`src/rtl/cdc_level_event_queue.sv`:
```
// cdc_level_event_queue
// Receive-side stage behind the clock_a -> clock_b level synchronizer. It
// glitch-filters the synchronized level and queues each accepted edge as a
// one-bit event record (1 = rise, 0 = fall) behind a valid/ready interface.
// It also keeps a saturating event count and a sticky overflow flag.
module cdc_level_event_queue #(
  parameter int FILTER_CYCLES = 3,
  parameter int DEPTH         = 4,
  parameter int CNT_W         = 8
) (
  input  logic             clock_b,
  input  logic             rst_n,
  input  logic             data_in,
  input  logic             evt_ready,
  input  logic             clr_overflow,
  output logic             level,
  output logic             evt_valid,
  output logic             evt_rise,
  output logic [CNT_W-1:0] evt_count,
  output logic             overflow
);

  localparam int SW = $clog2(FILTER_CYCLES + 1);
  localparam int AW = $clog2(DEPTH);
  localparam logic [SW-1:0] STAB_LAST = SW'(FILTER_CYCLES - 1);

  function automatic logic [CNT_W-1:0] sat_inc(input logic [CNT_W-1:0] v);
    sat_inc = (&v) ? v : v + CNT_W'(1);
  endfunction

  function automatic logic [SW-1:0] stab_inc(input logic [SW-1:0] v);
    stab_inc = v + SW'(1);
  endfunction

  logic [SW-1:0] stab_cnt_p0;
  logic          toggle_p0;
  logic          new_level_p0;

  logic [AW:0]   wr_ptr_p1;
  logic [AW:0]   rd_ptr_p1;
  logic          mem_p1 [DEPTH];
  logic          empty_p1;
  logic          full_p1;
  logic          pop_p1;
  logic          push_ok_p1;
  logic          drop_p1;

  // ---- stage p0: glitch filter on the synchronized level ----
  // The last of FILTER_CYCLES consecutive differing samples flips level.
  assign toggle_p0    = (data_in != level) && (stab_cnt_p0 == STAB_LAST);
  assign new_level_p0 = ~level;

  always_ff @(posedge clock_b or negedge rst_n) begin
    if (!rst_n) begin
      stab_cnt_p0 <= '0;
      level       <= 1'b0;
    end else if (data_in == level) begin
      stab_cnt_p0 <= '0;
    end else if (stab_cnt_p0 == STAB_LAST) begin
      stab_cnt_p0 <= '0;
      level       <= new_level_p0;
    end else begin
      stab_cnt_p0 <= stab_inc(stab_cnt_p0);
    end
  end

  // ---- stage p1: event FIFO, counters and overflow flag ----
  // Pointers carry one extra wrap bit so full and empty are distinguishable.
  assign empty_p1   = (wr_ptr_p1 == rd_ptr_p1);
  assign full_p1    = (wr_ptr_p1[AW] != rd_ptr_p1[AW]) &&
                      (wr_ptr_p1[AW-1:0] == rd_ptr_p1[AW-1:0]);
  assign evt_valid  = ~empty_p1;
  assign pop_p1     = evt_valid && evt_ready;
  // A pop in the same cycle frees the slot the full-FIFO push needs.
  assign push_ok_p1 = toggle_p0 && (!full_p1 || pop_p1);
  assign drop_p1    = toggle_p0 && full_p1 && !pop_p1;

  // Payload storage holds only data, so it is left out of reset; the head
  // read is masked by evt_valid so the output is 0 whenever the queue is empty.
  assign evt_rise = evt_valid & mem_p1[rd_ptr_p1[AW-1:0]];

  always_ff @(posedge clock_b) begin
    if (push_ok_p1) mem_p1[wr_ptr_p1[AW-1:0]] <= new_level_p0;
  end

  always_ff @(posedge clock_b or negedge rst_n) begin
    if (!rst_n) begin
      wr_ptr_p1 <= '0;
      rd_ptr_p1 <= '0;
    end else begin
      if (push_ok_p1) wr_ptr_p1 <= wr_ptr_p1 + (AW+1)'(1);
      if (pop_p1)     rd_ptr_p1 <= rd_ptr_p1 + (AW+1)'(1);
    end
  end

  // Every generated event counts, stored or dropped; a drop outranks a clear.
  always_ff @(posedge clock_b or negedge rst_n) begin
    if (!rst_n) begin
      evt_count <= '0;
      overflow  <= 1'b0;
    end else begin
      if (toggle_p0) evt_count <= sat_inc(evt_count);
      if (drop_p1)           overflow <= 1'b1;
      else if (clr_overflow) overflow <= 1'b0;
    end
  end

endmodule

```
`config.mk`:
```
export PLATFORM = sky130hd
export DESIGN_NAME = cdc_level_event_queue
export DESIGN_NICKNAME = d
export VERILOG_FILES = /design/src/rtl/cdc_level_event_queue.sv
export SDC_FILE = /design/constraint.sdc
export NUM_CORES = 1
export LEC_CHECK = 0
export ABC_AREA = 1
export BUFFER_PORTS_ARGS = -buffer_cell sky130_fd_sc_hd__buf_2
export CAP_MARGIN = 30
export CORE_MARGIN = 3
export CORE_UTILIZATION = 24
export CTS_BUF_LIST = sky130_fd_sc_hd__clkbuf_4
export DETAILED_ROUTE_END_ITERATION = 10
export PLACE_DENSITY = 0.39
export SETUP_SLACK_MARGIN = 0.05
export SLEW_MARGIN = 30
export SYNTH_ARGS = -nofsm -noshare
export SYNTH_HDL_FRONTEND = slang
export SYNTH_SLANG_ARGS = --single-unit
```
`constraint.sdc`:
```
create_clock -name clock_b -period 1.6 [get_ports clock_b]
set_input_delay 0.32 -clock clock_b [delete_from_list [all_inputs] [get_ports clock_b]]
set_output_delay 0.32 -clock clock_b [all_outputs]
set_load 0.005 [all_outputs]
```
==> flow_metrics.tcl <==
set metrics [dict create \
    ys_seq_elements 22 \
    critPathCapture "evt_rise" \
    drive_gt1_share_pct 27.3 \
    drt-vias-per-instance 4.11 \
    max-vdd-ir-drop_mv 0.659 \
    cts_made_buffers 3 \
    yosysWarnings 0 \
    post-route-period-util_pct 103 \
    clk_latency_ns 0.31 \
    final_common_cell "nand2_1" \
    cts_root_buf "clkbuf_4" \
    power_mw 2.32 \
    drv_slew 0 \
    num_vias 1045 \
    grt_util_met1_pct 12.4 \
    area.growth.synth_to_final_pct 26.0 \
    period_minus_slack_ns 1.65 \
    start_util_pct 25.4 \
    multiInputGateArea_um2 603 \
    syn_avg_cell_area_um2 8.06 \
    powerDensity_mw_per_mm2 1500 \
    mostFrequentLayoutCells "nand2_1, inv_1, dfrtp_1, buf_2, buf_4" \
    drtPass1Iterations 4 \
    n_fill_cell 544 \
    hpwl_um 1920 \
    nets 199 \
    worst_path_largest_cell_delay_ns 0.44 \
    maxSlewHeadroom_pct 69.5 \
    grt_overflow 0 \
    yosysTopAreaCell "dfrtp_1" \
    status "complete, but fails checks" \
    path_clk_slew_ns 0.12 \
    synth_area_mm2 0.00123 \
    synth_area_leaders "dfrtp_1, nand2_1, edfxtp_1" \
    grt_pass1_wl_um 4890 \
    violations "setup timing" \
    place.gp.congestion 0.766 \
    htreeDepth 1 \
    finalSetupViolations 1 \
    r2r-end "mem_p1[1]$_DFFE_PP_" \
    rrSetupSlack_ns 0.17 \
    ys_seq_area_share_pct 46.3 \
    die_h_um 77.7 \
    fin_skew_ns 0.00317 \
    grt_start_max_net_pins 19 \
    min_path_type "in -> reg" \
    post-route-drc-count 0 \
    max-cap-violations 0 \
    cts_tree "done" \
    rsz0062_at_grt "yes" \
    hold_viol_final 0 \
    rows 25 \
    syn_inst 153 \
    grt-busiest-layer "met2" \
    final_antenna_net_count 0 \
    crit_path_frequent_cell "nand2_2" \
    required_ns 1.28 \
    synth_top_cell_area_share_pct 36.5 \
    drt_first_iter_violations 39 \
    use_met2_pct 17.0 \
    cp_max_fo 4 \
    startpoint "wr_ptr_p1[1]$_DFFE_PN0P_" \
    startpoint_type "register" \
    cts_num_sinks 22 \
    design.die.area_mm2 0.00603 \
    cts.path.max_buffers 2 \
    first_global_vias 1065 \
    avgRoutedWirePerCell_um 10.7 \
    antenna_found_initial 0 \
    diodes 0 \
    arrival_ns 1.33 \
    p_leak_nw 0.820 \
    slowest_stage "dfrtp_1" \
    die_w_um 77.7 \
    ioPinCount 17 \
    path_cells "inv_2, nand2_2, nand2_2, nor2_4, nand2_2, nand2_1, inv_1, buf_2" \
    reg2reg_from "rd_ptr_p1[0]$_DFFE_PN0P_" \
    path_class "reg -> out" \
    met3_usage_pct 2.90 \
    worst_slew_pin_slew_ns 0.458 \
    core_area_mm2 0.00485 \
    synthesis.nets 164 \
    track_usage_pct 9.96 \
    fin_util_pct 32.0 \
    synth_cell_types 20 \
    worstRegToRegCells 8 \
    portBuffers 16 \
    routed_wl_um 2730 \
    seq_area_um2 573 \
    layout_setup_ws_ns -0.0466 \
    timing.hold.ws_ns 0.192 \
    fmax_ghz 0.607 \
    crit_path_end_kind "output port" \
]
## registers in the layout, summed over array words and instances (netlist names)
name,flops
evt_count,8
level,1
mem_p1,4
overflow,1
rd_ptr_p1,3
stab_cnt_p0,2
wr_ptr_p1,3
## layer usage
layer | up-vias | share of wire [%]
met5 | - | 0
met3 | 2 | 3.7
met4 | 0 | 0.84
met2 | 16 | 46
met1 | 485 | 49
li1 | 542 | -
## power by group
| group | total [mW] | switching [mW] | internal, mW | leakage [nW] |
|---|---|---|---|---|
| combinational | 1.17 | 0.616 | 0.556 | 0.535 |
| sequential | 0.886 | 0.154 | 0.731 | 0.270 |
| clock | 0.265 | 0.174 | 0.0912 | 0.0154 |
| total | 2.32 | 0.944 | 1.38 | 0.820 |
## per-stage QoR
stage               setup TNS, ns  worst slack [ns]  cell area [um^2]  cells
finish                    -0.0466           -0.0466              1550    254
global route               -0.229            -0.159              1550    254
CTS                        -0.135            -0.108              1500    250
detailed placement              0             0.116              1400    237
global placement                0             0.157              1400    237
floorplan                       0             0.319              1230    153
## how the worst min path moves through the flow
stage	endpoint	from	cells past startpoint	slack, ns
detailed placement	rd_ptr_p1[0]$_DFFE_PN0P_	rst_n	1	0.30
global route	overflow$_DFFE_PN0P_	clr_overflow	2	0.17
floorplan	evt_count[0]$_DFFE_PN0P_	rst_n	0	0.02
finish	overflow$_DFFE_PN0P_	clr_overflow	2	0.19
CTS	overflow$_DFFE_PN0P_	clr_overflow	2	0.17
global placement	rd_ptr_p1[0]$_DFFE_PN0P_	rst_n	1	0.29
## area by class of cell
type,count,area share [%]
clock inverters,1,0.242
repair buffers,30,12.1
flip-flops and latches,22,36.9
multi-input cells,110,38.8
well taps,67,5.40
inverters,21,5.08
clock buffers,3,1.45
## timing repair
item                                    4_1_cts  5_1_grt
hold buffers                                  1        0
endpoints found under the setup margin        2        5
hold endpoints to repair                     18        0
pin swaps                                     4        2
resized for setup                             4        6
buffers inserted                              8        4
## critical path: cells and delay by family, from the launching register on
family                 cells  cell delay (ns)
buffers and inverters      3             0.23
flip-flops                 1             0.44
AND/OR/NAND/NOR            5             0.36
## synthesized netlist by cell type
master    count
o21ai_0       2
nor3_1        2
xor2_1        5
nand2_4       2
nor2_1        9
nand2_2       4
nand2_1      57
o21ai_2       1
o22ai_1       2
nand3_1       9
nor2_2        3
ha_1          6
inv_1        20
dfrtp_1      18
nand4_1       3
edfxtp_1      4
xnor2_1       3
nor2_4        1
inv_2         1
nand3b_1      1
## kinds of logic after synthesis
| kind of cell | Yosys count | share of synthesized area (%) |
|---|---|---|
| and+or+nand+nor | 91 | 33.0 |
| buffers and inverters | 21 | 6.40 |
| DFF | 22 | 46.3 |
| xor gates and xnor gates | 8 | 5.69 |
| AOI/OAI and AO/OA | 5 | 2.54 |
| adders and majority gates | 6 | 6.09 |
Note: power is estimated with default switching activity, not from simulation.
